File: src/rtl/rcu_pkg.sv
// Shared definitions for the APB4 reset and clock control unit: register
// offsets, STAT bit positions, default widths, the CTRL field layout and a
// byte-strobe mask helper.
package rcu_pkg;

  localparam int RCU_NUM_PERIPH_DEF = 8;
  localparam int RCU_DIV_WIDTH_DEF  = 16;
  localparam int RCU_PW_WIDTH       = 8;
  localparam int STAT_WIDTH         = 4;

  // Byte offsets; only paddr[4:2] is decoded, so offsets are 5 bits wide.
  localparam logic [4:0] RCU_CTRL    = 5'h00;
  localparam logic [4:0] RCU_CLKEN   = 5'h04;
  localparam logic [4:0] RCU_RSTHOLD = 5'h08;
  localparam logic [4:0] RCU_DIV     = 5'h0C;
  localparam logic [4:0] RCU_STAT    = 5'h10;

  // Reset-cause bits in STAT.
  localparam int STAT_POR = 0;
  localparam int STAT_EXT = 1;
  localparam int STAT_WDT = 2;
  localparam int STAT_SW  = 3;

  typedef struct packed {
    logic [15:0]             rsvd_hi;
    logic [RCU_PW_WIDTH-1:0] pw;
    logic [6:0]              rsvd_lo;
    logic                    swrst;
  } rcu_ctrl_t;

  // Expand the four byte strobes into a 32-bit write mask.
  function automatic logic [31:0] rcu_byte_mask(input logic [3:0] strb);
    logic [31:0] mask;
    for (int b = 0; b < 4; b++) begin
      mask[b*8 +: 8] = {8{strb[b]}};
    end
    return mask;
  endfunction

endpackage

File: src/rtl/rcu_rst_gen.sv
// Reset pulse generator: registers the external and watchdog requests once,
// detects their rising edges, and stretches any trigger (including software)
// into a sys_rst pulse of max(PW,1) cycles. A new trigger reloads the counter.
module rcu_rst_gen import rcu_pkg::*; (
  input  logic                    clk_i,
  input  logic                    rst_i,
  input  logic                    i_ext_req,
  input  logic                    i_wdt_req,
  input  logic                    i_sw_trig,
  input  logic [RCU_PW_WIDTH-1:0] i_pw,
  output logic                    o_ext_trig,
  output logic                    o_wdt_trig,
  output logic                    o_sys_rst
);

  logic                    r_ext_s;
  logic                    r_ext_d;
  logic                    r_wdt_s;
  logic                    r_wdt_d;
  logic [RCU_PW_WIDTH-1:0] r_cnt;
  logic [RCU_PW_WIDTH-1:0] w_load;
  logic                    w_any_trig;

  // Sample requests and keep the previous sample for rising-edge detection
  always_ff @(posedge clk_i) begin
    // NOTE: flops use non-blocking assignments so r_*_d sees r_*_s from before this edge.
    if (rst_i) begin
      r_ext_s <= 1'b0;
      r_ext_d <= 1'b0;
      r_wdt_s <= 1'b0;
      r_wdt_d <= 1'b0;
    end else begin
      r_ext_s <= i_ext_req;
      r_ext_d <= r_ext_s;
      r_wdt_s <= i_wdt_req;
      r_wdt_d <= r_wdt_s;
    end
  end

  assign o_ext_trig = r_ext_s & ~r_ext_d;
  assign o_wdt_trig = r_wdt_s & ~r_wdt_d;
  assign w_any_trig = o_ext_trig | o_wdt_trig | i_sw_trig;
  assign w_load     = (i_pw == '0) ? RCU_PW_WIDTH'(1) : i_pw;

  // Pulse counter: load on any trigger, otherwise count down to zero
  always_ff @(posedge clk_i) begin
    if (rst_i) begin
      r_cnt <= '0;
    end else if (w_any_trig) begin
      r_cnt <= w_load;
    end else if (r_cnt != '0) begin
      r_cnt <= r_cnt - RCU_PW_WIDTH'(1);
    end
  end

  assign o_sys_rst = (r_cnt != '0) & ~rst_i;

endmodule

File: src/rtl/apb4_rcu_top.sv
// APB4 reset and clock control unit. Holds CTRL, CLKEN, RSTHOLD, DIV and STAT,
// drives per-peripheral clock enables and resets, and the divided clock-enable
// strobe. Build option RCU_CLKDIV_EN includes the DIV register and divider;
// without it DIV reads 0, ignores writes and clkdiv_en_o is tied high.
module apb4_rcu_top import rcu_pkg::*; #(
  parameter int NUM_PERIPH = RCU_NUM_PERIPH_DEF,
  parameter int DIV_WIDTH  = RCU_DIV_WIDTH_DEF
) (
  input  logic                  clk_i,
  input  logic                  rst_i,
  input  logic [31:0]           paddr_i,
  input  logic [2:0]            pprot_i,
  input  logic                  psel_i,
  input  logic                  penable_i,
  input  logic                  pwrite_i,
  input  logic [31:0]           pwdata_i,
  input  logic [3:0]            pstrb_i,
  output logic                  pready_o,
  output logic [31:0]           prdata_o,
  output logic                  pslverr_o,
  input  logic                  ext_rst_req_i,
  input  logic                  wdt_rst_req_i,
  output logic                  sys_rst_o,
  output logic [NUM_PERIPH-1:0] clk_en_o,
  output logic [NUM_PERIPH-1:0] periph_rst_o,
  output logic                  clkdiv_en_o
);

  logic                    w_access;
  logic                    w_wr;
  logic [4:0]              w_off;
  logic                    w_valid;
  logic [31:0]             w_mask;
  rcu_ctrl_t               w_ctrl_wdata;
  rcu_ctrl_t               w_ctrl_rdata;
  logic                    w_wr_ctrl;
  logic                    w_wr_clken;
  logic                    w_wr_rsthold;
  logic                    w_wr_div;
  logic                    w_wr_stat;
  logic                    w_sw_trig;
  logic                    w_ext_trig;
  logic                    w_wdt_trig;
  logic [RCU_PW_WIDTH-1:0] w_pw_eff;
  logic [STAT_WIDTH-1:0]   w_stat_set;
  logic [STAT_WIDTH-1:0]   w_stat_clr;
  logic [31:0]             w_div_rd;
  logic [31:0]             w_rdata;
  logic                    w_unused;

  logic [RCU_PW_WIDTH-1:0] r_ctrl_pw;
  logic [NUM_PERIPH-1:0]   r_clken;
  logic [NUM_PERIPH-1:0]   r_rsthold;
  logic [STAT_WIDTH-1:0]   r_stat;

  assign w_access     = psel_i & penable_i;
  assign w_wr         = w_access & pwrite_i;
  assign w_off        = {paddr_i[4:2], 2'b00};
  assign w_valid      = (paddr_i[4:2] <= 3'd4);
  assign w_mask       = rcu_byte_mask(pstrb_i);
  assign w_ctrl_wdata = pwdata_i;

  assign w_wr_ctrl    = w_wr & (w_off == RCU_CTRL);
  assign w_wr_clken   = w_wr & (w_off == RCU_CLKEN);
  assign w_wr_rsthold = w_wr & (w_off == RCU_RSTHOLD);
  assign w_wr_div     = w_wr & (w_off == RCU_DIV);
  assign w_wr_stat    = w_wr & (w_off == RCU_STAT);

  // A CTRL write that sets PW and SWRST together uses the new PW for its pulse.
  assign w_sw_trig = w_wr_ctrl & pstrb_i[0] & w_ctrl_wdata.swrst;
  assign w_pw_eff  = (w_wr_ctrl & pstrb_i[1]) ? w_ctrl_wdata.pw : r_ctrl_pw;

  rcu_rst_gen u_rst_gen (
    .clk_i      (clk_i),
    .rst_i      (rst_i),
    .i_ext_req  (ext_rst_req_i),
    .i_wdt_req  (wdt_rst_req_i),
    .i_sw_trig  (w_sw_trig),
    .i_pw       (w_pw_eff),
    .o_ext_trig (w_ext_trig),
    .o_wdt_trig (w_wdt_trig),
    .o_sys_rst  (sys_rst_o)
  );

  // Collect the reset causes seen this cycle and the W1C clear mask
  always_comb begin
    // NOTE: every always_comb output gets a default first so no path can infer a latch.
    w_stat_set           = '0;
    w_stat_set[STAT_EXT] = w_ext_trig;
    w_stat_set[STAT_WDT] = w_wdt_trig;
    w_stat_set[STAT_SW]  = w_sw_trig;
    w_stat_clr           = (w_wr_stat & pstrb_i[0]) ? pwdata_i[STAT_WIDTH-1:0] : '0;
  end

  // Control and status registers; only rst_i clears them, never sys_rst_o
  always_ff @(posedge clk_i) begin
    if (rst_i) begin
      r_ctrl_pw         <= '0;
      r_clken           <= '0;
      r_rsthold         <= '1;
      r_stat            <= '0;
      r_stat[STAT_POR]  <= 1'b1;
    end else begin
      r_ctrl_pw <= w_pw_eff;
      if (w_wr_clken) begin
        r_clken <= (r_clken & ~w_mask[NUM_PERIPH-1:0]) |
                   (pwdata_i[NUM_PERIPH-1:0] & w_mask[NUM_PERIPH-1:0]);
      end
      if (w_wr_rsthold) begin
        r_rsthold <= (r_rsthold & ~w_mask[NUM_PERIPH-1:0]) |
                     (pwdata_i[NUM_PERIPH-1:0] & w_mask[NUM_PERIPH-1:0]);
      end
      // A cause raised this cycle wins over a clear of the same bit.
      r_stat <= (r_stat & ~w_stat_clr) | w_stat_set;
    end
  end

`ifdef RCU_CLKDIV_EN
  logic [DIV_WIDTH-1:0] r_div;
  logic [DIV_WIDTH-1:0] r_div_cnt;
  logic                 w_div_hit;

  assign w_div_hit = (r_div_cnt == r_div);

  // DIV register and the 0..DIV wrapping counter; a DIV write restarts the count
  always_ff @(posedge clk_i) begin
    if (rst_i) begin
      r_div     <= '0;
      r_div_cnt <= '0;
    end else if (w_wr_div) begin
      r_div     <= (r_div & ~w_mask[DIV_WIDTH-1:0]) |
                   (pwdata_i[DIV_WIDTH-1:0] & w_mask[DIV_WIDTH-1:0]);
      r_div_cnt <= '0;
    end else if (w_div_hit) begin
      r_div_cnt <= '0;
    end else begin
      r_div_cnt <= r_div_cnt + DIV_WIDTH'(1);
    end
  end

  assign clkdiv_en_o = w_div_hit & ~rst_i;
  assign w_div_rd    = 32'(r_div);
`else
  assign clkdiv_en_o = 1'b1;
  assign w_div_rd    = '0;
`endif

  // Read mux; CTRL.SWRST always reads back as 0
  always_comb begin
    w_ctrl_rdata    = '0;
    w_ctrl_rdata.pw = r_ctrl_pw;
    w_rdata         = '0;
    case (w_off)
      RCU_CTRL:    w_rdata = w_ctrl_rdata;
      RCU_CLKEN:   w_rdata = 32'(r_clken);
      RCU_RSTHOLD: w_rdata = 32'(r_rsthold);
      RCU_DIV:     w_rdata = w_div_rd;
      RCU_STAT:    w_rdata = 32'(r_stat);
      default:     w_rdata = '0;
    endcase
  end

  assign pready_o  = 1'b1;
  assign prdata_o  = (psel_i & ~pwrite_i & ~rst_i) ? w_rdata : '0;
  assign pslverr_o = w_access & ~w_valid & ~rst_i;

  assign periph_rst_o = rst_i ? '1 : (r_rsthold | {NUM_PERIPH{sys_rst_o}});
  assign clk_en_o     = r_clken & ~periph_rst_o;

  // Bits of the bus that carry no function here.
  assign w_unused = ^{pprot_i, paddr_i, pwdata_i, w_mask, w_ctrl_wdata, w_wr_div};

endmodule

File: config.mk
export PLATFORM = sky130hd
export DESIGN_NAME = apb4_rcu_top
export DESIGN_NICKNAME = d
export VERILOG_FILES = /design/src/rtl/rcu_pkg.sv /design/src/rtl/rcu_rst_gen.sv /design/src/rtl/apb4_rcu_top.sv
export SDC_FILE = /design/constraint.sdc
export NUM_CORES = 1
export LEC_CHECK = 0
export BUFFER_PORTS_ARGS = -buffer_cell sky130_fd_sc_hd__buf_2
export CORE_AREA = 2 2 65 91
export CTS_CLUSTER_SIZE = 16
export DETAILED_ROUTE_END_ITERATION = 6
export DIE_AREA = 0 0 67 93
export PLACE_DENSITY = 0.84
export SETUP_SLACK_MARGIN = 0.05
export SYNTH_ARGS = -nofsm -noshare
export SYNTH_HDL_FRONTEND = slang
export SYNTH_SLANG_ARGS = --single-unit
export TNS_END_PERCENT = 10
File: constraint.sdc
create_clock -name clk_i -period 2.7 [get_ports clk_i]
set_input_delay 0.81 -clock clk_i [delete_from_list [all_inputs] [get_ports clk_i]]
set_output_delay 0.81 -clock clk_i [all_outputs]
set_load 0.02 [all_outputs]
Word level (Yosys, flattened, before mapping)
Index checks and enable logic that the tools add are counted.
{"block": "word_totals", "register_bits": 40, "latch_bits": 0, "ramBits": 0, "rom_bits": 0, "inputBits": 78, "mem_count": 0}
{"block": "op_classes", "add_sub_neg": 1, "n_mul": 0, "div": 0, "n_lt_le_gt_ge": 1, "n_eq_ne": 3, "shifts": 0, "muxes": 8, "bitwise": 36, "n_reduce_logical": 4}
{"op": "16-bit case mux with 4 select lines", "count": 1}
{"op": "8-bit 2-to-1 mux", "count": 5}
{"op": "8-bit AND", "count": 4}
{"op": "32-bit 2-to-1 mux", "count": 1}
{"op": "8-bit OR", "count": 3}
{"op": "1-bit AND", "count": 17}
{"op": "8-bit NOT", "count": 2}
{"op": "8-bit zero test", "count": 1}
{"op": "8-bit nonzero test", "count": 1}
{"op": "8-bit by 1-bit subtractor with 8-bit output (second input constant)", "count": 1}
{"op": "5-bit zero test", "count": 1}
{"op": "1-bit NOT", "count": 5}
{"op": "4-bit AND", "count": 1}
{"op": "4-bit 2-to-1 mux", "count": 1}
{"op": "4-bit NOT", "count": 1}
{"op": "4-bit OR", "count": 1}
{"op": "3-bit by 1-bit equality test with 1-bit output (second input constant)", "count": 1}
{"op": "3-bit by 2-bit equality test with 1-bit output (second input constant)", "count": 1}
{"op": "3-bit equality test (second input constant)", "count": 1}
{"op": "3-bit <= comparator (second input constant)", "count": 1}
{"op": "1-bit OR", "count": 2}
{"op": "2-bit nonzero test", "count": 1}

Longest topological paths before layout
Gate-level depths: netlist of the first run.
{"block": "depth", "word_depth": 8, "mapped_depth": 6, "mapped_depth_nobuf": 6}

Hierarchy
Synthesis of the first run repeated with hierarchy kept, for this count alone.
{"block": "unflattened", "cells_unflattened": 291, "area_unflattened_um2": 2471.1}
{"module": "apb4_rcu_top", "instances": 1, "cells_per_inst": 222, "area_per_inst_um2": 1873.0}
{"module": "rcu_rst_gen", "instances": 1, "cells_per_inst": 69, "area_per_inst_um2": 598.1}

Worst setup path after synthesis of the first run
Ideal clock, no wire load.
{"block": "synth_timing", "path_type": "input-to-output", "startpoint": "in paddr_i[3]", "endpoint": "out prdata_o[4]", "arrival_time_ns": 2.022, "t_required_ns": 1.890, "slack_ns": -0.132, "cell_stages": 4, "n_path_buf": 1, "path_cell_list": "buf_6 nor2_1 o211ai_1 nor3_1"}
{"block": "synth_via", "elab_chain_cells": 3, "word_cells_on_any_way": 6}
{"element": "start, declared", "line": "apb4_rcu_top.sv:11", "text": "input logic [31:0] paddr_i,"}
{"element": "3-bit equality test, or another cell as far along", "line": "apb4_rcu_top.sv:153", "text": "case (w_off)"}
{"element": "16-bit case mux with 4 select lines (*)", "line": "apb4_rcu_top.sv:153"}
{"element": "32-bit 2-to-1 mux (*)", "line": "apb4_rcu_top.sv:164", "text": "assign prdata_o = (psel_i & ~pwrite_i & ~rst_i) ? w_rdata : '0;"}
{"element": "end, declared", "line": "apb4_rcu_top.sv:19", "text": "output logic [31:0] prdata_o,"}
Mark *: on every way between the ends. The rest lies on a longest branch, timed or not.

Final worst setup path of the first run
{"block": "layout_timing", "startpoint": "reg u_rst_gen.r_cnt[1]", "endpoint": "out clk_en_o[1]"}
{"block": "layout_via", "elab_chain_cells": 6}
{"element": "start, declared", "line": "rcu_rst_gen.sv:20", "text": "logic [RCU_PW_WIDTH-1:0] r_cnt;"}
{"element": "start signal, assigned", "line": "rcu_rst_gen.sv:50", "text": "r_cnt <= w_load;"}
{"element": "start signal, assigned", "line": "rcu_rst_gen.sv:52", "text": "r_cnt <= r_cnt - RCU_PW_WIDTH'(1);"}
{"element": "8-bit nonzero test", "line": "rcu_rst_gen.sv:56", "text": "assign o_sys_rst = (r_cnt != '0) & ~rst_i;"}
{"element": "1-bit AND", "line": "rcu_rst_gen.sv:56"}
{"element": "8-bit OR", "line": "apb4_rcu_top.sv:167", "text": "assign periph_rst_o = rst_i ? '1 : (r_rsthold | {NUM_PERIPH{sys_rst_o}});"}
{"element": "8-bit 2-to-1 mux", "line": "apb4_rcu_top.sv:167"}
{"element": "8-bit NOT", "line": "apb4_rcu_top.sv:168", "text": "assign clk_en_o = r_clken & ~periph_rst_o;"}
{"element": "8-bit AND", "line": "apb4_rcu_top.sv:168"}
{"element": "end, declared", "line": "apb4_rcu_top.sv:24", "text": "output logic [NUM_PERIPH-1:0] clk_en_o,"}
Every way passes these cells.

==> impl_metrics.yaml, run 1 <==
drt:
  drt_iter0_markers: 97
  drc: 0
  firstDrtPassIters: 4
  wl_per_cell_um: 15.4
  num_vias: 2245
  routed_wl_um: 6370
  ant_nets: 0
  viasPerCell: 5.41
place:
  portBuffers: 61
  dp_hpwl_um: 4380
  place_area_mm2: 0.00277
  gp_congestion: 0.873
clock_network:
  cts_root_buf: "clkbuf_8"
  cts_buffers: 5
  cts-hold-fix-buffers: 0
  cts.clk_slew.worst_paths_ns: 0.09
  cts.sink_count: 40
  clk_path_buf_depth: 2
  clk_latency_ns: 0.30
  cts_htree_levels: 2
  tritoncts: "done"
logic_synthesis:
  synth_edf_count: 0
  synthCells: 262
  ys.flop_type: "dfxtp_1"
  ys_warn_count: 0
  synth_top_area_share_pct: 34.0
  synthesis.area_mm2: 0.00235
  ys_ff_latch: 40
  ys_seq_area_share_pct: 34.0
  synthTopCellsByArea: "dfxtp_1, mux2i_1, buf_4"
  yosysMostFrequentCell: "dfxtp_1"
  syn_avg_cell_area_um2: 8.99
  ys_top_cells_by_count: "dfxtp_1, nor2_1, buf_4"
  synth_cell_type_count: 51
  synth_top_area_cell: "dfxtp_1"
  async_flop_share_pct: 0
setup_path:
  critPathKind: "reg -> out"
  cp_data_arrival_time_ns: 1.89
  cp_cell_sequence: "inv_2 > ha_4 > nor3b_4 > buf_6 > nand2_8 > or3_4 > nor2_2 > buf_4"
  cp-start-kind: "register"
  critPathTopFamily: "simple AND/OR/NAND/NOR gates"
  r2r-start: "u_rst_gen.r_cnt[1]"
  critPathSlowestCell: "dfxtp_2"
  cpPeakStageDelay_ns: 0.34
  r2r-end: "u_rst_gen.r_cnt[4]"
  ff2ff_path_depth: 8
  rrSetupSlack_ns: 1.03
  critical_path.n_buffers_inverters: 3
  required_ns: 1.89
  endpoint_kind: "output pin"
  critPathMaxFanout: 5
timing:
  slew_headroom_pct: 64.4
  slew_violations: 0
  skew_ns: 0.00944
  tightest_slew_ns: 0.534
  finalHoldViolCount: 0
  rsz0062_at_grt: "yes"
  fmax_mhz: 370
  finalSetupTns_ns: -0.00269
  setup_slack_ns: -0.00269
  setup-violations-final: 1
  min_period_ns: 2.70
  post-route-period-util_pct: 100
power:
  vdd_drop_max_uv: 367
  p_per_area_mw_per_mm2: 499
  total_power_uw: 1550
  leakage_uw: 0.00124
layout:
  drive_gt1_share_pct: 40.9
  fill_cells: 502
  area_growth_pct: 31.7
  antennaDiodeCount: 0
  stdcell_area_mm2: 0.00310
  finalNetCount: 426
floorplan:
  fp.coreArea_mm2: 0.00545
  start_util_pct: 43.2
  fp.dieH_um: 93
  io_pins: 130
  rows: 32
  fp.dieArea_mm2: 0.00623
  die_w_um: 67
min_path:
  worstHoldPathCells: 1
  hold_path_startpoint: "u_rst_gen.r_ext_s"
  holdCritPathClass: "reg -> reg"
  hold_end: "u_rst_gen.r_ext_d"
grt:
  gr-usage-all-layers_pct: 21.2
  antenna_found_initial: 0
  grt_max_degree: 17
  grt_pass1_vias: 2193
  overflow: 0
  grt_pass1_wl_um: 10300
status:
  status: "finished, violations left"
  violations: "negative setup slack"
flow_run:
  drv_cap: 0
cell type report:
cell class	count	area, um^2	area share [%]
multi-input combinational	196	1460	47.0
sequential	40	803	25.9
timing repair buffer	90	593	19.1
tap	68	85.1	2.74
clock buffer	5	68.8	2.22
inverter	13	51.3	1.65
clock inverter	3	42.5	1.37
where the power goes:
| group | switching [uW] | internal, uW | total (uW) |
|---|---|---|---|
| clock | 220 | 274 | 493 |
| sequential | 29.6 | 614 | 644 |
| combinational | 226 | 184 | 410 |
stage by stage:
stage	std cells	worst slack (ns)	utilization (%)	hold slack [ns]
2_1_floorplan	278	-0.00795	-	0.427
3_3_place_gp	396	0.0904	50.8	0.437
3_5_place_dp	396	0.0436	50.8	0.455
4_1_cts	414	0.00696	55.6	0.468
5_1_grt	415	-0.0683	56.9	0.492
6_report	415	-0.00269	56.9	0.468
cell families after synthesis:
| logic type | count (synthesis) | synth area share (%) |
|---|---|---|
| other | 2 | 0.319 |
| buffers and inverters | 43 | 11.2 |
| DFF | 40 | 34.0 |
| and+or+nand+nor | 106 | 28.4 |
| adders and majority gates | 2 | 1.06 |
| AOI/OAI and AO/OA | 52 | 17.8 |
| xor gates and xnor gates | 1 | 0.372 |
| muxes | 16 | 6.80 |
placed cells by master (no fill, tap or decap), types with 4 or more instances in the layout:
cell type,instances
or3_4,8
mux2i_1,16
nor2_4,6
nor3_2,5
inv_1,11
buf_2,50
dfxtp_1,38
nor2_2,4
a2bb2oi_1,5
buf_6,8
a211o_1,9
conb_1,18
nor2b_1,14
and2_1,8
a21oi_1,10
a22oi_1,8
clkbuf_8,5
a211oi_1,4
buf_4,31
nor2_1,30
repair_timing:
item | 4_1_cts | 5_1_grt
endpoints found under the hold margin | 0 | 0
pin swaps | 4 | 3
setup buffers | 9 | 1
endpoints found under the setup margin | 17 | 24
gates cloned | 1 | 0
gates resized for setup | 24 | 17
layer usage:
| metal | wire [um] | up-vias | share of wire [%] | global-route usage, % |
|---|---|---|---|---|
| met3 | 275 | 15 | 4.3 | 3.73 |
| met1 | 2410 | 1080 | 38 | 23.5 |
| met2 | 3540 | 91 | 56 | 38.8 |
| li1 | - | 1059 | - | - |
| met5 | 0 | - | 0 | 0 |
| met4 | 148 | 0 | 2.3 | 8.33 |
how the worst max path moves through the flow:
stage                                   from           to  slack (ns)  cells after the start
after floorplan                   paddr_i[3]  prdata_o[0]      -0.008                      4
after detailed placement          paddr_i[2]  prdata_o[0]        0.04                      6
after global placement            paddr_i[2]  prdata_o[0]        0.09                      6
after CTS                 u_rst_gen.r_cnt[1]  clk_en_o[5]       0.007                      8
final                     u_rst_gen.r_cnt[1]  clk_en_o[1]      -0.003                      8
after global routing      u_rst_gen.r_cnt[1]  clk_en_o[3]       -0.07                      8
Power figures use the tool's default switching activity.
==> run 2: changes to the inputs <==
- PLACE_DENSITY: 0.84 -> 0.89
==> run 2 against run 1 <==
The run still ends with negative setup slack left. Hold slack worse by 0.0028 ns. Die area stayed put. Combinational power is 19% lower. Maximum frequency is 0.72% lower. Routed wire length is 9.4% lower. Clock power is 19% lower. Total power is 11% lower. Register-to-register slack better by 0.03 ns. Clock-buffer cell count stayed put.
==> impl_metrics.yaml, run 2 (same netlist as run 1, synthesis figures left out) <==
timing:
  min_period_ns: 2.72
  fmax_mhz: 367
  skew_ns: 0.0108
  setup_slack_ns: -0.0224
  tightest_slew_ns: 0.540
  slew_violations: 0
  rsz0062_at_grt: "yes"
  slew_headroom_pct: 64.0
  post-route-period-util_pct: 101
  finalHoldViolCount: 0
  setup-violations-final: 8
setup_path:
  required_ns: 1.89
  rrSetupSlack_ns: 1.06
  critical_path.n_buffers_inverters: 2
  critPathKind: "reg -> out"
  critPathTopFamily: "simple AND/OR/NAND/NOR gates"
  cpPeakStageDelay_ns: 0.37
  r2r-end: "u_rst_gen.r_cnt[4]"
  endpoint_kind: "output pin"
  critPathMaxFanout: 4
  critPathSlowestCell: "dfxtp_4"
  cp_cell_sequence: "inv_4 > ha_4 > nor3b_4 > nand2_2 > or3_4 > nor2_2 > buf_4"
  ff2ff_path_depth: 7
  cp-start-kind: "register"
  r2r-start: "u_rst_gen.r_cnt[0]"
  cp_data_arrival_time_ns: 1.91
grt:
  grt_pass1_vias: 2092
  gr-usage-all-layers_pct: 19.3
  antenna_found_initial: 0
  grt_max_degree: 27
  overflow: 0
  grt_pass1_wl_um: 9380
clock_network:
  cts_root_buf: "clkbuf_8"
  cts.sink_count: 40
  cts-hold-fix-buffers: 0
  clk_latency_ns: 0.29
  cts_htree_levels: 2
  cts.clk_slew.worst_paths_ns: 0.09
  clk_path_buf_depth: 2
  cts_buffers: 5
  tritoncts: "done"
drt:
  firstDrtPassIters: 4
  drc: 0
  num_vias: 2112
  routed_wl_um: 5770
  drt_iter0_markers: 115
  wl_per_cell_um: 14.4
  viasPerCell: 5.28
  ant_nets: 0
floorplan:
  fp.dieArea_mm2: 0.00623
  fp.dieH_um: 93
  start_util_pct: 43.2
  die_w_um: 67
  rows: 32
  io_pins: 130
  fp.coreArea_mm2: 0.00545
min_path:
  hold_path_startpoint: "u_rst_gen.r_wdt_s"
  worstHoldPathCells: 1
  hold_end: "u_rst_gen.r_wdt_d"
  holdCritPathClass: "reg -> reg"
layout:
  area_growth_pct: 24.0
  final_cell_mix: "buf_2, dfxtp_1, nor2_1"
  fill_cells: 495
  final_common_cell: "buf_2"
  utilization_pct: 53.6
  finalNetCount: 411
  antennaDiodeCount: 0
  drive_gt1_share_pct: 38.6
  layout.cells.non_filler: 400
place:
  portBuffers: 61
  dp_hpwl_um: 4250
  gp_congestion: 0.835
  place_inst: 390
  pre_cts_ws_ns: 0.0408
power:
  vdd_drop_max_uv: 356
  leakage_uw: 0.00114
  p_per_area_mw_per_mm2: 471
status:
  status: "finished, violations left"
  violations: "negative setup slack"
flow_run:
  drv_cap: 0
==> run 2: area by class of cell <==
| cell class | instances | area (um^2) | area share, % |
|---|---|---|---|
| repair buffers | 75 | 458 | 15.7 |
| clock buffers | 5 | 68.8 | 2.36 |
| flip-flops and latches | 40 | 805 | 27.6 |
| multi-input cells | 196 | 1430 | 49.1 |
| clock inverters | 3 | 18.8 | 0.643 |
| inverters | 13 | 51.3 | 1.76 |
| well taps | 68 | 85.1 | 2.91 |
==> run 2: power breakdown <==
group | internal (uW) | switching [uW] | total (uW)
clock network | 180 | 219 | 400
registers | 614 | 30.3 | 645
logic | 137 | 194 | 331
total | 931 | 444 | 1380
==> run 2: worst max path at each step <==
stage                   to               start  slack, ns  cells after the start
6_report       clk_en_o[0]  u_rst_gen.r_cnt[0]      -0.02                      7
3_5_place_dp   prdata_o[5]          paddr_i[3]       0.04                      5
3_3_place_gp   prdata_o[5]          paddr_i[3]       0.07                      5
5_1_grt        clk_en_o[0]  u_rst_gen.r_cnt[0]      -0.11                      7
4_1_cts        clk_en_o[6]  u_rst_gen.r_cnt[0]      -0.02                      7
2_1_floorplan  prdata_o[0]          paddr_i[3]     -0.008                      4
==> run 2: layer usage <==
metal,up-vias,share of wire (%),wire length (um),global-route usage (%)
met3,6,4.1,238,3.13
met4,0,1.2,68,6.80
li1,1034,-,-,-
met5,-,0,0,0
met2,65,56,3220,36.3
met1,1007,39,2250,21.0
==> run 2: through the flow <==
stage	TNS [ns]	area (um^2)	total power, uW	hold slack [ns]
finish	-0.123	2920	1380	0.465
global route	-0.920	2920	1440	0.492
CTS	-0.0797	2880	1370	0.464
detailed placement	0	2710	949	0.445
global placement	0	2710	937	0.438
floorplan	-0.0318	2430	874	0.427
==> run 2: worst reg2reg max path, cell delays in order, from the launching register on <==
cell and delay (ns):
dfxtp_4 0.37, inv_4 0.08, ha_4 0.14, nor3b_4 0.29, buf_4 0.20, a21oi_1 0.08
a311oi_1 0.29, a211oi_1 0.08
==> run 2: repair_timing <==
| action | in CTS | in global routing |
|---|---|---|
| buffers inserted | 1 | 0 |
| resized for setup | 22 | 13 |
| cloned | 1 | 0 |
| setup endpoints to repair | 19 | 32 |
